`src/rtl/matmul_pkg.sv`:
```
// Shared definitions for the sequential matrix multiplier.
//   state_t    : job controller states (IDLE / RUN / DONE)
//   acc_width  : accumulator width able to hold an M-term dot product
//   cnt_width  : counter width for an index range of n, at least 1 bit
package matmul_pkg;

  typedef enum logic [1:0] {
    IDLE = 2'd0,
    RUN  = 2'd1,
    DONE = 2'd2
  } state_t;

  // Two DW-bit products need 2*dw bits. Summing m of them adds clog2(m)
  // bits. One extra bit leaves room for the sign.
  function automatic int acc_width(input int dw, input int m);
    return 2 * dw + $clog2(m) + 1;
  endfunction

  // Width of an index counter over 0..n-1. A 1-entry range still gets a
  // 1-bit counter so that no zero-width vectors appear.
  function automatic int cnt_width(input int n);
    return (n <= 1) ? 1 : $clog2(n);
  endfunction

endpackage

```
`src/rtl/matmul_seq_mac_lane.sv`:
```
// One multiply-accumulate lane of the sequential matrix multiplier.
//   a, b      : operand elements (DW bits)
//   is_signed : 1 = two's-complement operands, 0 = unsigned
//   acc_in    : running partial sum (AW bits)
//   acc_out   : acc_in + ext(a) * ext(b), wrapping modulo 2^AW
// The lane is purely combinational. The owning block holds the registers.
module mac_lane #(
  parameter int DW = 8,
  parameter int AW = 19
) (
  input  logic [DW-1:0] a,
  input  logic [DW-1:0] b,
  input  logic          is_signed,
  input  logic [AW-1:0] acc_in,
  output logic [AW-1:0] acc_out
);

  logic [AW-1:0] a_ext;
  logic [AW-1:0] b_ext;
  logic [AW-1:0] prod;

  // Both operands are extended to the full accumulator width before the
  // multiply. The low AW bits of an AW x AW product are then correct for
  // both signed and unsigned operands, so one unsigned multiplier serves
  // both modes.
  always_comb begin
    a_ext   = is_signed ? {{(AW-DW){a[DW-1]}}, a} : {{(AW-DW){1'b0}}, a};
    b_ext   = is_signed ? {{(AW-DW){b[DW-1]}}, b} : {{(AW-DW){1'b0}}, b};
    prod    = a_ext * b_ext;
    acc_out = acc_in + prod;
  end

endmodule

```
`src/rtl/matmul_seq.sv`:
```
// Sequential matrix multiplier: C = A x B, or C += A x B.
// There are RIGHT_SIZE MAC lanes. Each lane owns one column of C. The lanes
// are stepped over the rows of A (i) and the inner dimension (k), one
// (i, k) pair per cycle.
//   clk, rst  : clock and synchronous active-high reset
//   start     : job request, taken only while idle
//   acc_en    : sampled with start; 1 = accumulate into result
//   is_signed : sampled with start; 1 = two's-complement operands
//   in1, in2  : matrices A[L][M] and B[M][R], captured on the accepted start
//   busy      : high while the MAC sweep runs
//   done      : one-cycle completion pulse
//   result    : matrix C[L][R], AW bits per element
module matmul_seq
  import matmul_pkg::*;
#(
  parameter int LEFT_SIZE   = 2,
  parameter int MIDDLE_SIZE = 3,
  parameter int RIGHT_SIZE  = 4,
  parameter int DW          = 8,
  parameter int AW          = acc_width(DW, MIDDLE_SIZE)
) (
  input  logic                                            clk,
  input  logic                                            rst,
  input  logic                                            start,
  input  logic                                            acc_en,
  input  logic                                            is_signed,
  input  logic [LEFT_SIZE-1:0][MIDDLE_SIZE-1:0][DW-1:0]   in1,
  input  logic [MIDDLE_SIZE-1:0][RIGHT_SIZE-1:0][DW-1:0]  in2,
  output logic                                            busy,
  output logic                                            done,
  output logic [LEFT_SIZE-1:0][RIGHT_SIZE-1:0][AW-1:0]    result
);

  localparam int RW = cnt_width(LEFT_SIZE);
  localparam int KW = cnt_width(MIDDLE_SIZE);
  localparam logic [RW-1:0] ROW_LAST = RW'(LEFT_SIZE - 1);
  localparam logic [KW-1:0] K_LAST   = KW'(MIDDLE_SIZE - 1);

  state_t state;
  state_t state_next;

  logic [LEFT_SIZE-1:0][MIDDLE_SIZE-1:0][DW-1:0]  a_reg;
  logic [MIDDLE_SIZE-1:0][RIGHT_SIZE-1:0][DW-1:0] b_reg;
  logic                                           signed_reg;
  logic [RW-1:0]                                  row;
  logic [KW-1:0]                                  k;
  logic                                           last_step;
  logic [RIGHT_SIZE-1:0][AW-1:0]                  lane_out;

  assign last_step = (row == ROW_LAST) && (k == K_LAST);

  // The lanes read the latched operands and the current row of result.
  // Lane j therefore produces the next value of result[row][j].
  for (genvar j = 0; j < RIGHT_SIZE; j++) begin : g_lane
    mac_lane #(
      .DW (DW),
      .AW (AW)
    ) u_lane (
      .a         (a_reg[row][k]),
      .b         (b_reg[k][j]),
      .is_signed (signed_reg),
      .acc_in    (result[row][j]),
      .acc_out   (lane_out[j])
    );
  end

  // State register.
  always_ff @(posedge clk) begin
    if (rst) begin
      state <= IDLE;
    end else begin
      state <= state_next;
    end
  end

  // Next-state and handshake outputs. busy and done decode the state
  // directly. busy is therefore already low in the DONE cycle, and a start
  // held high is taken on the first IDLE cycle after DONE.
  always_comb begin
    state_next = state;
    busy       = 1'b0;
    done       = 1'b0;
    case (state)
      IDLE: begin
        if (start) begin
          state_next = RUN;
        end
      end
      RUN: begin
        busy = 1'b1;
        if (last_step) begin
          state_next = DONE;
        end
      end
      DONE: begin
        done       = 1'b1;
        state_next = IDLE;
      end
      default: begin
        state_next = IDLE;
      end
    endcase
  end

  // Datapath: capture the operands on an accepted start, then one (i, k)
  // step per RUN cycle. acc_en takes effect only at acceptance, where it
  // decides whether the old result is kept. That is why it is not held
  // for the rest of the job.
  always_ff @(posedge clk) begin
    if (rst) begin
      a_reg      <= '0;
      b_reg      <= '0;
      signed_reg <= 1'b0;
      row        <= '0;
      k          <= '0;
      result     <= '0;
    end else begin
      case (state)
        IDLE: begin
          if (start) begin
            a_reg      <= in1;
            b_reg      <= in2;
            signed_reg <= is_signed;
            row        <= '0;
            k          <= '0;
            if (!acc_en) begin
              result <= '0;
            end
          end
        end
        RUN: begin
          for (int j = 0; j < RIGHT_SIZE; j++) begin
            result[row][j] <= lane_out[j];
          end
          if (k == K_LAST) begin
            k   <= '0;
            row <= (row == ROW_LAST) ? '0 : row + 1'b1;
          end else begin
            k <= k + 1'b1;
          end
        end
        default: begin
        end
      endcase
    end
  end

endmodule
```
`config.mk`:
```
export PLATFORM = sky130hd
export DESIGN_NAME = matmul_seq
export DESIGN_NICKNAME = d
export VERILOG_FILES = /design/src/rtl/matmul_pkg.sv /design/src/rtl/matmul_seq_mac_lane.sv /design/src/rtl/matmul_seq.sv
export SDC_FILE = /design/constraint.sdc
export NUM_CORES = 2
export LEC_CHECK = 0
export BUFFER_PORTS_ARGS = -buffer_cell sky130_fd_sc_hd__buf_2
export CAP_MARGIN = 20
export CORE_ASPECT_RATIO = 1.1
export CORE_MARGIN = 2
export CORE_UTILIZATION = 35
export DETAILED_ROUTE_END_ITERATION = 6
export GPL_ROUTABILITY_DRIVEN = 0
export PLACE_DENSITY_LB_ADDON = 0.15
export SYNTH_ARGS = -nofsm -noshare
export SYNTH_HDL_FRONTEND = slang
export SYNTH_SLANG_ARGS = --single-unit
```
`constraint.sdc`:
```
create_clock -name clk -period 8.1 [get_ports clk]
set_input_delay 1.215 -clock clk [delete_from_list [all_inputs] [get_ports clk]]
set_output_delay 1.215 -clock clk [all_outputs]
set_load 0.02 [all_outputs]
```
Word-level counts from Yosys, hierarchy flattened. Index checks and enable logic that the tools add are counted.

Bitwise logic cells: 0. Div/mod/pow operators: 0. Shift operators: 0. $lt $le $gt $ge: 3. Add/sub/neg operators: 6. Mux-type cells: 40. Eq/ne operators: 7. Multipliers: 4. Reductions and logical operators: 9.

Operators with widths (number): $bwmux W152 (4); $demux W76 S1 (4); $mux W152 (2); $pmux W152 S2 (1); $mux W76 (3); $mux W19 (6); $add A19 B19 Y19 (4); $mul A19 B19 Y19 (4); $bmux W32 S2 (1); $mux W57 (1); $mux W24 (2); $mux W38 (1); $mux W32 (1); $bmux W8 S2 (1); $mux W2 (4); $mux W8 (1); $ne A2 B2 Y1 const B (4); $pmux W2 S2 (2); $reduce_and A2 Y1 (3); $reduce_and A3 Y1 (2); $mux W1 (5); $eq A2 B2 Y1 const B (2); $lt A2 B3 Y1 const B (1); $add A2 B1 Y2 const B (1); 8 further kinds (9).

Bits in writable memories: 0. ROM bits: 0. Latch bits: 0. Bits in registers: 302. Input port bits: 149. Memories kept: 0. Logic and storage cells: 99. Output and inout bits: 154.

Longest topological paths before layout.
Depth in word-level cells: 12. Mapped depth: 32. Gate-level depth less buffers: 28.

Hierarchy. A second synthesis with hierarchy kept.

Cell total of the unflattened synthesis: 3514. Area total of the unflattened synthesis: 32656.3 um^2.

Modules (own cells, without submodules): matmul_seq (cells an instance 1267, area each 11996.5 um^2, times used 1, seq. area each 6045.8 um^2); mac_lane (g_lane[0].u_lane) (cells an instance 563, area each 5202.5 um^2, times used 1, seq. area each 0.0 um^2); mac_lane (g_lane[2].u_lane) (cells an instance 567, area each 5198.7 um^2, times used 1, seq. area each 0.0 um^2); mac_lane (g_lane[3].u_lane) (cells an instance 559, area each 5144.9 um^2, times used 1, seq. area each 0.0 um^2); mac_lane (g_lane[1].u_lane) (cells an instance 558, area each 5113.7 um^2, times used 1, seq. area each 0.0 um^2).

Least setup slack after synthesis. Ideal clock, no wire load.

Kind: register to register. Start: register k[1]. End: register result[151] (netlist bit). Setup time: 70 ps. Buffers on the path: 5. Setup slack: 366 ps. Data arrival time: 7664 ps. Clock period less this slack: 7734 ps. Stages on the path, launching flop included: 32. Data required time: 8030 ps. Cells stage by stage: dfxtp_1 and2b_1 buf_4 buf_4 clkbuf_1 buf_1 a21oi_1 or2_2 fa_1 clkbuf_1 xnor2_1 ha_1 inv_1 fa_1 inv_1 fa_1 inv_1 fa_1 inv_1 fa_1 inv_1 fa_1 inv_1 ha_1 o21a_1 o21ai_1 nor2_1 a211oi_2 a21oi_1 a211oi_2 xnor3_1 o21ai_1.

Cells in the longest elaborated chain, start to end: 10. Elaborated cells on any way between the ends: 22. Those cells by class: add/sub (4); mul (4); mux (14).

RTL lines: start: declaration (line matmul_seq.sv:46) `logic [KW-1:0] k;`; start signal: assignment (line matmul_seq.sv:139) `k <= k + 1'b1;`; $bmux W8 S2 / $bmux W32 S2 (equally long branches) (line matmul_seq.sv:59, matmul_seq.sv:60); $mux W8 (implied by the code) / $mux W32 (equally long branches) (line matmul_seq.sv:59, matmul_seq.sv:60); $mux W19, on equally long branches (line matmul_seq_mac_lane.sv:27, matmul_seq_mac_lane.sv:28); $mul A19 B19 Y19 (line matmul_seq_mac_lane.sv:29) `prod = a_ext * b_ext;`; $add A19 B19 Y19 (line matmul_seq_mac_lane.sv:30) `acc_out = acc_in + prod;`; $bwmux W152 (3 in a row) (line matmul_seq.sv:133) `result[row][j] <= lane_out[j];`; $bwmux W152 (*) (line matmul_seq.sv:133); $pmux W152 S2 (*) (line matmul_seq.sv:118) `case (state)`; end signal: indexed assignment (line matmul_seq.sv:133); end: declaration (line matmul_seq.sv:31) `output logic [LEFT_SIZE-1:0][RIGHT_SIZE-1:0][AW-1:0] result`.

Every way passes the cells marked *; elsewhere a longest branch is shown, timed or not. The select of a mux whose other input is x is not followed. A chain may end at the register's enable or synchronous reset.

Final worst setup path.
Start: register k[0]. End: register result[37] (netlist bit).

The elaborated chain is that of the path after synthesis.

==> impl_metrics.py <==
metrics = {
    "synthesis": {
        "synth.cell_area_mm2": 0.0320,
        "synthTopCellsByArea": "sky130_fd_sc_hd__fa_1, sky130_fd_sc_hd__dfxtp_1, sky130_fd_sc_hd__ha_1",
        "ys_warn_count": 0,
        "syn-instance-count": 3593,
        "postSynthRegisterBits": 302,
        "synth-seq-area-share_pct": 18.9,
        "postSynthAreaPerCell_um2": 8.89,
        "synth_top_area_share_pct": 28.1,
        "ys_dominant_reg_cell": "sky130_fd_sc_hd__dfxtp_1",
        "mappedNetlistNets": 4490,
        "yosys.area.top_type": "sky130_fd_sc_hd__fa_1",
        "synth-edff-count": 0,
        "netlist-cell-type-count": 68,
        "proportion_of_synthesized_flip_flops_having_asynchronous_set_or_reset_pct": 0,
    },
    "cts": {
        "cts-root-buf": "sky130_fd_sc_hd__clkbuf_16",
        "cts_num_sinks": 302,
        "clkSlewWorstSetupHoldPaths_ps": 60,
        "cts_resized": 0,
        "worstSkewPairLatency_ps": 620,
        "tritoncts_buffer_count": 40,
        "clock_tree_from_tritoncts": "done",
        "cts.hold.buffers_added": 0,
        "postCtsSetupRepairBufs": 0,
        "h_tree_depth_reported_by_cts": 2,
        "clock_buffer_depth": 3,
    },
    "timing": {
        "post-route-worst-setup-slack_ps": 403,
        "clock_skew_ps": 50.3,
        "fin_crit_sh_pct": 95.0,
        "fmax_mhz": 130,
        "post-route-min-period_ps": 7700,
        "totalNegativeSetupSlack_ps": 0,
        "final_number_of_setup_violating_endpoints": 0,
        "maxSlewViolCount": 0,
        "maxSlewHeadroom_pct": 27.5,
        "tightest_slew_ps": 1090,
        "finalHoldViolations": 0,
        "rsz_0062_raised_after_global_routing": "false",
    },
    "critical_path": {
        "cp.required_ps": 8610,
        "critical_path.max_fanout": 37,
        "path_class": "register to register",
        "cp_data_arrival_time_ps": 8210,
        "critical_path_endpoint_category": "register",
        "cp-start-kind": "register",
    },
    "drt": {
        "routedWlPerCell_um": 20.2,
        "routed_wirelength_um": 103000,
        "detail_route.iter0.violations": 1362,
        "drc": 0,
        "drt-vias-per-instance": 4.93,
        "first_pass_iters": 5,
        "detailroute.via_count": 25100,
        "final_antenna_net_count": 0,
    },
    "pwr": {
        "power.sequential.fraction_pct": 35.7,
        "power-per-cell-area_mw_per_mm2": 121,
        "clockPowerShare_pct": 43.4,
        "net-switching-power_uw": 1430,
        "internal_power_uw": 3000,
        "finalPower_uw": 4430,
        "cellLeakagePower_uw": 0.0183,
        "power.share.switching_pct": 32.3,
        "power.ir.vdd_worst_v": 0.000119,
        "combinational_fraction_of_design_power_pct": 20.9,
    },
    "global_route": {
        "grt_first_pass_wirelength_um": 159000,
        "groute.usage.overall_pct": 22.4,
        "antenna_found_initial": 5,
        "grt_pass1_vias": 26500,
        "largest_net_degree_at_the_start_of_global_routing": 176,
        "global_route.overflow_total": 0,
    },
    "die": {
        "die_height_um": 321,
        "core_area_mm2": 0.0907,
        "row_count": 116,
        "start_util_pct": 35.2,
        "die-area_mm2": 0.0937,
        "dieWidth_um": 292,
        "floorplan.io_pins": 303,
    },
    "min_path": {
        "hold_path.class": "register to register",
    },
    "finish": {
        "most_common_cell_after_layout_fill_and_taps_aside": "sky130_fd_sc_hd__inv_1",
        "largest_register_ff_count": 152,
        "mostFrequentLayoutCells": "sky130_fd_sc_hd__inv_1, sky130_fd_sc_hd__fa_1, sky130_fd_sc_hd__nor2_1",
        "nets": 4780,
        "areaGrowthSynthToFinish_pct": 15.0,
        "nFillCells": 9329,
        "drive_above_1_share_pct": 15.0,
    },
    "placement": {
        "dpl_worst_slack_ps": 326,
        "place.port_buffers": 302,
        "dp_hpwl_um": 81700,
    },
    "run_status": {
        "run_status": "completed",
    },
    "job": {
        "maxCapViolations": 0,
    },
}
worst max-delay path, cell delays in order (launching register included):
cell                        delay (ps)
sky130_fd_sc_hd__dfxtp_4           490
sky130_fd_sc_hd__buf_12            280
sky130_fd_sc_hd__mux2i_1           230
sky130_fd_sc_hd__nor2_1             70
sky130_fd_sc_hd__a31oi_1           380
sky130_fd_sc_hd__buf_4             250
sky130_fd_sc_hd__nor2_1             70
sky130_fd_sc_hd__fa_1              500
sky130_fd_sc_hd__fa_1              510
sky130_fd_sc_hd__inv_1              50
sky130_fd_sc_hd__fa_1              490
sky130_fd_sc_hd__inv_1              50
sky130_fd_sc_hd__fa_1              480
sky130_fd_sc_hd__ha_1              310
sky130_fd_sc_hd__fa_1              480
sky130_fd_sc_hd__inv_1              50
sky130_fd_sc_hd__fa_1              470
sky130_fd_sc_hd__inv_1              40
sky130_fd_sc_hd__ha_1              280
sky130_fd_sc_hd__a21o_1            210
sky130_fd_sc_hd__a2111oi_2         460
sky130_fd_sc_hd__a21oi_1           140
sky130_fd_sc_hd__a211oi_2          210
sky130_fd_sc_hd__buf_4             150
sky130_fd_sc_hd__a21oi_1            70
sky130_fd_sc_hd__a211oi_2          190
sky130_fd_sc_hd__xnor3_1           470
sky130_fd_sc_hd__o21ai_1           130
through the flow:
stage | utilization, % | hold WS (ps) | std cells | cell area [µm²]
finish | 40.5 | 453 | 5095 | 36700
global route | 40.5 | 471 | 5093 | 36700
global placement | 38.9 | 442 | 5021 | 35300
CTS | 40.5 | 454 | 5093 | 36700
floorplan | - | 431 | 3593 | 32000
detailed placement | 38.9 | 446 | 5021 | 35300
synthesized netlist by cell type (all sizes together), types with 26 or more instances:
cell type / instances
nand2: 369
a21oi: 206
mux2: 26
mux2i: 98
o21ai: 77
nor2: 424
clkbuf: 138
a22o: 32
a22oi: 95
ha: 300
fa: 448
inv: 613
or2: 41
buf: 26
nand2b: 43
xnor2: 116
dfxtp: 302
per-layer routing:
layer / routed length [µm] / up-vias / global-route usage (%)
li1: - / 12000 / -
met1: 46100 / 12300 / 30.1
met2: 47300 / 657 / 36.8
met3: 5980 / 130 / 3.68
met4: 3410 / 0 / 7.06
met5: 0 / - / 0
worst paths after layout:
check | start | to | slack (ps) | cells past startpoint
worst max register to register | k[0] | result[37] | 400 | 27
worst min register to register | b_reg[50] | b_reg[50] | 450 | 2
worst min-delay path | b_reg[50] | b_reg[50] | 450 | 2
worst max-delay path | k[0] | result[37] | 400 | 27
cell families (layout without fill, tap and decap cells):
logic type	after synthesis	in the layout	share of synthesized area (%)
AND/OR/NAND/NOR	934	934	12.1
buffers and inverters	777	1097	9.24
other	0	2	0
AO/OA/AOI/OAI	564	564	11.8
flip-flops	302	302	18.9
multiplexers	124	124	4.00
adder cells (fa/ha/maj)	748	748	39.8
XOR/XNOR	144	144	4.12
power groups by stage:
stage | Sequential, µW | Combinational (µW) | Clock [µW]
final | 1580 | 925 | 1920
after CTS | 1580 | 931 | 1980
after global routing | 1590 | 1030 | 2020
after detailed placement | 1620 | 925 | 0
after floorplan | 1610 | 556 | 0
after global placement | 1620 | 924 | 0
area by class of cell:
type	count	area (µm²)	share of cell area, %
repair buffers	412	2460	6.70
multi-input cells	2514	23000	62.7
inverters	613	2300	6.26
flip-flops and latches	302	6050	16.5
diodes	2	5.00	0.0136
clock inverters	20	310	0.844
well taps	1180	1480	4.02
clock buffers	52	1100	2.98
No activity file was read; power rests on OpenSTA's default activity.
